$ cat config.mk
export PLATFORM = sky130hd
export DESIGN_NAME = pwm_multi_channel
export DESIGN_NICKNAME = d
export VERILOG_FILES = /design/src/rtl/pwm_multi_channel.sv
export SDC_FILE = /design/constraint.sdc
export NUM_CORES = 1
export LEC_CHECK = 0
export CAP_MARGIN = 20
export CORE_MARGIN = 3
export CORE_UTILIZATION = 62
export CTS_CLUSTER_DIAMETER = 200
export DETAILED_ROUTE_END_ITERATION = 16
export HOLD_SLACK_MARGIN = 0.06
export PLACE_DENSITY = 0.91
export SLEW_MARGIN = 40
export SYNTH_ARGS = -nofsm -noshare
export SYNTH_HDL_FRONTEND = slang
export SYNTH_SLANG_ARGS = --single-unit
$ cat constraint.sdc
create_clock -name clk -period 2.6 [get_ports clk]
set_input_delay 0.52 -clock clk [delete_from_list [all_inputs] [get_ports clk]]
set_output_delay 0.52 -clock clk [all_outputs]
set_load 0.02 [all_outputs]
$ cat src/rtl/pwm_multi_channel.sv
`default_nettype none
// ============================================================================
// Module : pwm_multi_channel
// Desc   : N-channel PWM with shared prescaler/counter, period strobe and
//          register readback. Optional macro PWM_SHADOW_EN double-buffers duty
//          so that new values commit only at the counter wrap.
// Rev    : 1.0  initial release
// ============================================================================
module pwm_multi_channel #(
  parameter int NUM_CH  = 16,
  parameter int CNT_W   = 8,
  parameter int PRESC_W = 4
) (
  input  logic                      clk,
  input  logic                      rst,
  input  logic                      cfg_we_i,
  input  logic                      cfg_re_i,
  input  logic [$clog2(NUM_CH)-1:0] cfg_ch_i,
  input  logic [1:0]                cfg_sel_i,
  input  logic [CNT_W-1:0]          cfg_wdata_i,
  output logic [CNT_W-1:0]          cfg_rdata_o,
  output logic [NUM_CH-1:0]         pwm_out_o,
  output logic                      period_tick_o
);

  localparam int               CH_W        = $clog2(NUM_CH);
  localparam logic [CNT_W-1:0] c_LAST      = CNT_W'((2 ** CNT_W) - 2);
  localparam logic [1:0]       c_SEL_CTRL  = 2'd0;
  localparam logic [1:0]       c_SEL_DUTY  = 2'd1;
  localparam logic [1:0]       c_SEL_PRESC = 2'd2;

  logic [PRESC_W-1:0] presc_q, presc_d;
  logic [PRESC_W-1:0] pre_cnt_q, pre_cnt_d;
  logic [CNT_W-1:0]   cnt_q, cnt_d;
  logic               period_tick_q, period_tick_d;
  logic [CNT_W-1:0]   rdata_q, rdata_d;
  logic [NUM_CH-1:0]  pwm_q, pwm_d;

  logic               tick_w;
  logic               wrap_w;
  logic [NUM_CH-1:0]  en_out_w;
  logic [NUM_CH-1:0]  en_pwm_w;
  logic [CNT_W-1:0]   duty_sh_w  [NUM_CH];
  logic [CNT_W-1:0]   duty_act_w [NUM_CH];
  logic [CNT_W-1:0]   ctrl_rd_w;
  logic [CNT_W-1:0]   duty_rd_w;

  // Prescaler and period counter. A shrunken presc below pre_cnt restarts
  // the prescaler instead of letting it run round the full register range.
  always_comb begin
    tick_w        = (pre_cnt_q == presc_q);
    wrap_w        = tick_w && (cnt_q == c_LAST);
    period_tick_d = wrap_w;
    presc_d       = presc_q;
    pre_cnt_d     = pre_cnt_q + PRESC_W'(1);
    cnt_d         = cnt_q;
    if (tick_w || (pre_cnt_q > presc_q)) begin
      pre_cnt_d = '0;
    end
    if (wrap_w) begin
      cnt_d = '0;
    end else if (tick_w) begin
      cnt_d = cnt_q + CNT_W'(1);
    end
    if (cfg_we_i && (cfg_sel_i == c_SEL_PRESC)) begin
      presc_d = cfg_wdata_i[PRESC_W-1:0];
    end
  end

  // Readback uses current register contents, so a coincident write is not visible.
  always_comb begin
    ctrl_rd_w = '0;
    duty_rd_w = '0;
    for (int i = 0; i < NUM_CH; i++) begin
      if (cfg_ch_i == CH_W'(i)) begin
        ctrl_rd_w = CNT_W'({en_pwm_w[i], en_out_w[i]});
        duty_rd_w = duty_sh_w[i];
      end
    end
    rdata_d = rdata_q;
    if (cfg_re_i) begin
      case (cfg_sel_i)
        c_SEL_CTRL:  rdata_d = ctrl_rd_w;
        c_SEL_DUTY:  rdata_d = duty_rd_w;
        c_SEL_PRESC: rdata_d = CNT_W'(presc_q);
        default:     rdata_d = '0;
      endcase
    end
  end

  for (genvar gi = 0; gi < NUM_CH; gi++) begin : g_ch
    logic             hit_w;
    logic             en_out_q, en_out_d;
    logic             en_pwm_q, en_pwm_d;
    logic [CNT_W-1:0] duty_sh_q, duty_sh_d;

    assign hit_w = cfg_we_i && (cfg_ch_i == CH_W'(gi));

    always_comb begin
      en_out_d  = en_out_q;
      en_pwm_d  = en_pwm_q;
      duty_sh_d = duty_sh_q;
      if (hit_w && (cfg_sel_i == c_SEL_CTRL)) begin
        en_out_d = cfg_wdata_i[0];
        en_pwm_d = cfg_wdata_i[1];
      end
      if (hit_w && (cfg_sel_i == c_SEL_DUTY)) begin
        duty_sh_d = cfg_wdata_i;
      end
    end

    always_ff @(posedge clk) begin
      if (rst) begin
        en_out_q  <= 1'b0;
        en_pwm_q  <= 1'b0;
        duty_sh_q <= '0;
      end else begin
        en_out_q  <= en_out_d;
        en_pwm_q  <= en_pwm_d;
        duty_sh_q <= duty_sh_d;
      end
    end

`ifdef PWM_SHADOW_EN
    // Commit takes the shadow as it was before any write on the wrap clock.
    logic [CNT_W-1:0] duty_act_q, duty_act_d;

    always_comb begin
      duty_act_d = duty_act_q;
      if (wrap_w) begin
        duty_act_d = duty_sh_q;
      end
    end

    always_ff @(posedge clk) begin
      if (rst) begin
        duty_act_q <= '0;
      end else begin
        duty_act_q <= duty_act_d;
      end
    end

    assign duty_act_w[gi] = duty_act_q;
`else
    assign duty_act_w[gi] = duty_sh_q;
`endif

    assign en_out_w[gi]  = en_out_q;
    assign en_pwm_w[gi]  = en_pwm_q;
    assign duty_sh_w[gi] = duty_sh_q;
    assign pwm_d[gi]     = en_out_q & (~en_pwm_q | (cnt_q < duty_act_w[gi]));
  end

  always_ff @(posedge clk) begin
    if (rst) begin
      presc_q       <= '0;
      pre_cnt_q     <= '0;
      cnt_q         <= '0;
      period_tick_q <= 1'b0;
      rdata_q       <= '0;
      pwm_q         <= '0;
    end else begin
      presc_q       <= presc_d;
      pre_cnt_q     <= pre_cnt_d;
      cnt_q         <= cnt_d;
      period_tick_q <= period_tick_d;
      rdata_q       <= rdata_d;
      pwm_q         <= pwm_d;
    end
  end

  assign cfg_rdata_o   = rdata_q;
  assign pwm_out_o     = pwm_q;
  assign period_tick_o = period_tick_q;

endmodule
`default_nettype wire

Yosys cells after proc, flatten, opt, wreduce, memory -nomap -nowiden
Cells that the tools add are included.
Widths: inputs -> output; s select.
{"block": "classes", "n_addsub": 2, "n_lt_le_gt_ge": 17, "eq_ne": 19, "muxes": 33, "bitwise_logic": 48, "n_reduce_logical": 55}
{"op": "$mux 8", "count": 31}
{"op": "$lt 8x8->1", "count": 16}
{"op": "$logic_and 1x1->1", "count": 50}
{"op": "$eq 4x4->1 const B", "count": 8}
{"op": "$pmux 8 s3", "count": 1}
{"op": "$and 1x1->1", "count": 16}
{"op": "$eq 4x3->1 const B", "count": 4}
{"op": "$not 1->1", "count": 16}
{"op": "$or 1x1->1", "count": 16}
{"op": "$add 8x1->8 const B", "count": 1}
{"op": "$eq 4x2->1 const B", "count": 2}
{"op": "$eq 8x8->1 const B", "count": 1}
{"op": "$add 4x1->4 const B", "count": 1}
{"op": "$eq 4x1->1 const B", "count": 1}
{"op": "$eq 4x4->1", "count": 1}
{"op": "$gt 4x4->1", "count": 1}
{"op": "$logic_not 4->1", "count": 1}
{"op": "$reduce_or 2->1", "count": 2}
{"op": "$eq 2x1->1 const B", "count": 1}
{"op": "$eq 2x2->1 const B", "count": 1}
{"op": "$logic_not 2->1", "count": 1}
{"op": "$mux 2", "count": 1}
{"op": "$logic_or 1x1->1", "count": 1}
{"block": "totals", "reg_bits": 201, "out_inout_bits": 25, "wordCells": 228}

Depth between registers and ports, before layout
{"block": "logic_depth", "word_depth": 18, "depth_mapped": 10, "ltp_nobuf": 8}

Worst setup path before layout
OpenSTA, ideal clock, no wires.
{"block": "synth_timing", "path_kind": "input-to-reg", "startpoint": "input port cfg_ch_i[1]", "endpoint": "register rdata_q[2], in the netlist cfg_rdata_o[2]", "setup_time_ns": 0.133, "arrival_time_ns": 1.870, "t_required_ns": 2.467, "path_slack_ns": 0.597, "cell_stages": 6, "n_path_buf": 0, "cell_sequence": "mux2_2 -> a221oi_2 -> a211oi_1 -> or4_1 -> a32oi_1 -> a211oi_1"}
{"block": "synth_via", "elab_chain_cells": 18, "word_cells_on_any_way": 47, "classes_between": "eq/ne: 15; mux: 31; reduce/logical: 1"}
{"item": "start, declared", "line": "18", "rtl": "input logic [$clog2(NUM_CH)-1:0] cfg_ch_i,"}
{"item": "$logic_not 4->1", "line": "75", "rtl": "if (cfg_ch_i == CH_W'(i)) begin"}
{"item": "$mux 8 (16 in series)", "line": "75"}
{"item": "$pmux 8 s3 (*)", "line": "82", "rtl": "case (cfg_sel_i)"}
{"item": "end signal, assigned", "line": "167", "rtl": "rdata_q <= rdata_d;"}
{"item": "end, declared", "line": "36", "rtl": "logic [CNT_W-1:0] rdata_q, rdata_d;"}
Every way passes the cells marked *; elsewhere a longest branch is shown, timed or not.
A chain may end at the register's enable or synchronous reset.

Worst setup path after layout
{"block": "layout_timing", "startpoint": "input port cfg_ch_i[3]", "endpoint": "register rdata_q[2], in the netlist cfg_rdata_o[2]"}
The elaborated chain is that of the path after synthesis.

==> flow_metrics.py <==
metrics = {
    "hold_path": {
        "hold_start": "rst",
        "hold_path_depth": 2,
        "hp-class": "primary input to flop",
        "hold-path-endpoint": "g_ch[0].duty_sh_q[6]",
    },
    "finish": {
        "fin_nets": 1703,
        "area_delta_synth_final_pct": 16.4,
        "n_antenna_cell": 0,
        "final_layout_size_suffix_gt1_share_pct": 10.5,
        "fin_util_pct": 75.1,
        "finalInstanceArea_um2": 13800,
    },
    "global_route": {
        "grt_overflow_total": 0,
        "track_usage_pct": 38.6,
        "grt_pass1_vias": 11700,
        "grt_pass1_wl_mm": 62.4,
        "antenna_found_initial": 0,
        "grt_start_max_net_pins": 86,
    },
    "clock_tree": {
        "postCtsSetupRepairBufs": 0,
        "hold_buffers": 0,
        "clkSinkCount": 201,
        "cts_tree": "done",
        "htree_levels": 1,
        "cts_buffers": 22,
        "clockBufferDepth": 3,
        "clk_latency_ns": 0.52,
        "clk_pin_slew_ns": 0.06,
        "root_buffer": "clkbuf_16",
        "postCtsResizedCells": 0,
    },
    "sta": {
        "fmax_mhz": 453,
        "relSlewSlack_pct": 40.3,
        "slew_viol_final": 0,
        "finalSetupViolations": 0,
        "rsz0062_at_grt": "false",
        "hold_viol": 0,
        "final.period_utilization_pct": 84.9,
        "worst_pin_slew_ns": 0.894,
        "period_minus_slack_ns": 2.21,
        "worst_clock_skew_ns": 0.0123,
    },
    "setup_path": {
        "rrSetupSlack_ns": 0.50,
        "crit_arrival_ns": 2.63,
        "crit_type": "primary input to flop",
        "required_ns": 3.03,
        "r2r-end": "cnt_q[5]",
        "cp_max_fo": 6,
        "start_kind": "primary input",
        "endpoint_kind": "flop",
        "rr_worst_depth": 8,
        "regToRegStartpoint": "presc_q[3]",
    },
    "placed_design": {
        "dpl.hpwl_mm": 27.8,
        "place_area_um2": 13000,
        "io_buffers": 42,
        "place.gp.congestion": 0.981,
    },
    "drt": {
        "vias_per_cell": 6.58,
        "drc_errors": 0,
        "vias": 11900,
        "wl_per_cell_um": 22.6,
        "dr.pass1.iters": 5,
        "ant_nets": 0,
        "wl_mm": 40.8,
        "drt_iter0_drc": 1397,
    },
    "yosys": {
        "synth_edf_count": 0,
        "synth-seq-cells": 201,
        "ys_seq_area_share_pct": 34.0,
        "synth.net_count": 1634,
        "postSynthAreaPerCell_um2": 7.91,
        "yosys.cell_types.count": 65,
        "syn_inst": 1497,
        "syn-cell-area_um2": 11800,
        "synth.top_cell.area_share_pct": 34.0,
        "synth-async-reset-ratio_pct": 0,
        "synth_area_leader_cell": "dfxtp_1",
        "synthTopCellsByArea": "dfxtp_1 (34%), ha_1 (13%), a21oi_1 (6.6%), mux2i_1 (5.8%), o21ai_0 (5.7%)",
        "synth_warnings": 0,
        "synth_flop_cell": "dfxtp_1",
    },
    "outcome": {
        "run_status": "completed",
    },
    "pwr": {
        "ir_drop_mv": 0.595,
        "p_leak_nw": 4.89,
        "power_density_nw_per_um2": 542,
    },
    "job": {
        "max-cap-violations": 0,
    },
    "floorplanning": {
        "die-area_um2": 20800,
        "io_pins": 43,
        "die_x_um": 144,
        "fp.coreArea_um2": 18300,
        "fp.dieH_um": 144,
        "start_util_pct": 64.6,
        "rows": 49,
    },
}
==> routing by layer <==
layer  vias up  routed length (um)  GRT usage, %
met4         0                3180          25.0
met2       798               18500          63.7
met3       245                3940          5.85
met1      5505               15200          46.9
li1       5349                   -             -
met5         -                   0             0
==> logic make-up after synthesis <==
| logic type | Yosys count | synth area share (%) |
|---|---|---|
| flip-flops | 201 | 34.0 |
| XOR/XNOR | 9 | 0.666 |
| buffers and inverters | 218 | 7.61 |
| AO/OA/AOI/OAI | 432 | 21.5 |
| AND/OR/NAND/NOR | 439 | 16.3 |
| adder cells (fa/ha/maj) | 119 | 12.6 |
| multiplexers | 79 | 7.37 |
==> where the power goes <==
part           total [mW]  internal, mW  leakage [nW]  switching (mW)
logic                1.03         0.388          2.90           0.638
registers            3.14          3.10          1.62          0.0315
clock network        3.31          1.99         0.374            1.32
==> metrics by stage <==
| stage | setup TNS, ns | instances | setup slack (ns) | hold WS, ns | total power, mW |
|---|---|---|---|---|---|
| final | 0 | 1809 | 0.393 | 0.378 | 7.47 |
| after CTS | 0 | 1809 | 0.409 | 0.357 | 7.43 |
| after global placement | -0.0889 | 1771 | -0.0889 | 0.442 | 4.14 |
| after global routing | 0 | 1809 | 0.283 | 0.382 | 7.65 |
| after detailed placement | -0.155 | 1771 | -0.110 | 0.448 | 4.18 |
| after floorplan | 0 | 1497 | 0.597 | 0.430 | 3.79 |
==> cell usage in the layout, fill, tap and decap left out, types with 7 or more instances in the layout <==
cell type        instances
nand2_1                167
o22ai_1                 11
inv_1                  121
nand3_1                 76
buf_4                   85
o21ai_0                134
ha_1                   119
a21oi_1                155
a31oi_1                 18
o21a_1                  18
o31ai_1                 17
mux2i_1                 68
clkdlybuf4s50_1         39
dfxtp_1                201
nor2b_1                  9
a21boi_0                18
clkbuf_16               23
a22oi_1                 12
nor2_1                 142
xor2_1                   7
a211oi_1                 9
buf_12                  14
==> registers in the layout (all words and copies together), names as in the netlist <==
name,flops
pwm_out_o,16
cnt_q,8
g_ch.en_out_q,16
g_ch.en_pwm_q,16
presc_q,4
period_tick_o,1
g_ch.duty_sh_q,128
pre_cnt_q,4
cfg_rdata_o,8
==> worst max path at each step <==
stage | startpoint | end | slack, ns
floorplan | cfg_ch_i[1] | cfg_rdata_o[2] | 0.60
global placement | cfg_ch_i[3] | cfg_rdata_o[2] | -0.09
detailed placement | cfg_ch_i[3] | cfg_rdata_o[2] | -0.11
CTS | cfg_ch_i[3] | cfg_rdata_o[2] | 0.41
global route | cfg_ch_i[3] | cfg_rdata_o[2] | 0.28
finish | cfg_ch_i[3] | cfg_rdata_o[2] | 0.39
==> cell type report <==
type,count,area [um2]
Multi-Input combinational cell,1078,6920
Fill cell,1277,4560
Sequential cell,201,4020
Timing Repair Buffer,141,1330
Clock buffer,28,624
Inverter,122,458
Tap cell,229,287
Clock inverter,10,131
==> cell usage after synthesis (3+ instances only) <==
cell      instances
a211oi_1          9
a21boi_0         18
a21oi_1         155
a22o_1            5
a22oi_1          12
a31oi_1          18
and2_1            4
buf_1             3
buf_2            15
buf_4             7
buf_6             5
clkbuf_1         66
dfxtp_1         201
ha_1            119
inv_1           121
mux2_2            5
mux2i_1          68
mux4_2            6
nand2_1         167
nand2_2           3
nand2b_1          6
nand3_1          76
nand4_1           4
nor2_1          142
nor2_2            5
nor2b_1           9
nor3_1            6
nor3_4            3
o211ai_1          5
o21a_1           18
o21ai_0         134
o221ai_1          5
o22ai_1          11
o31ai_1          17
xor2_1            7
==> critical path, stage by stage <==
cell and delay [ns]:
clkdlybuf4s50_1 0.59, nor3b_1 0.59, a22oi_1 0.28, o21ai_0 0.17
or4_1 0.12, a32oi_1 0.09, a211oi_1 0.26
(Power assumes the default switching activity.)
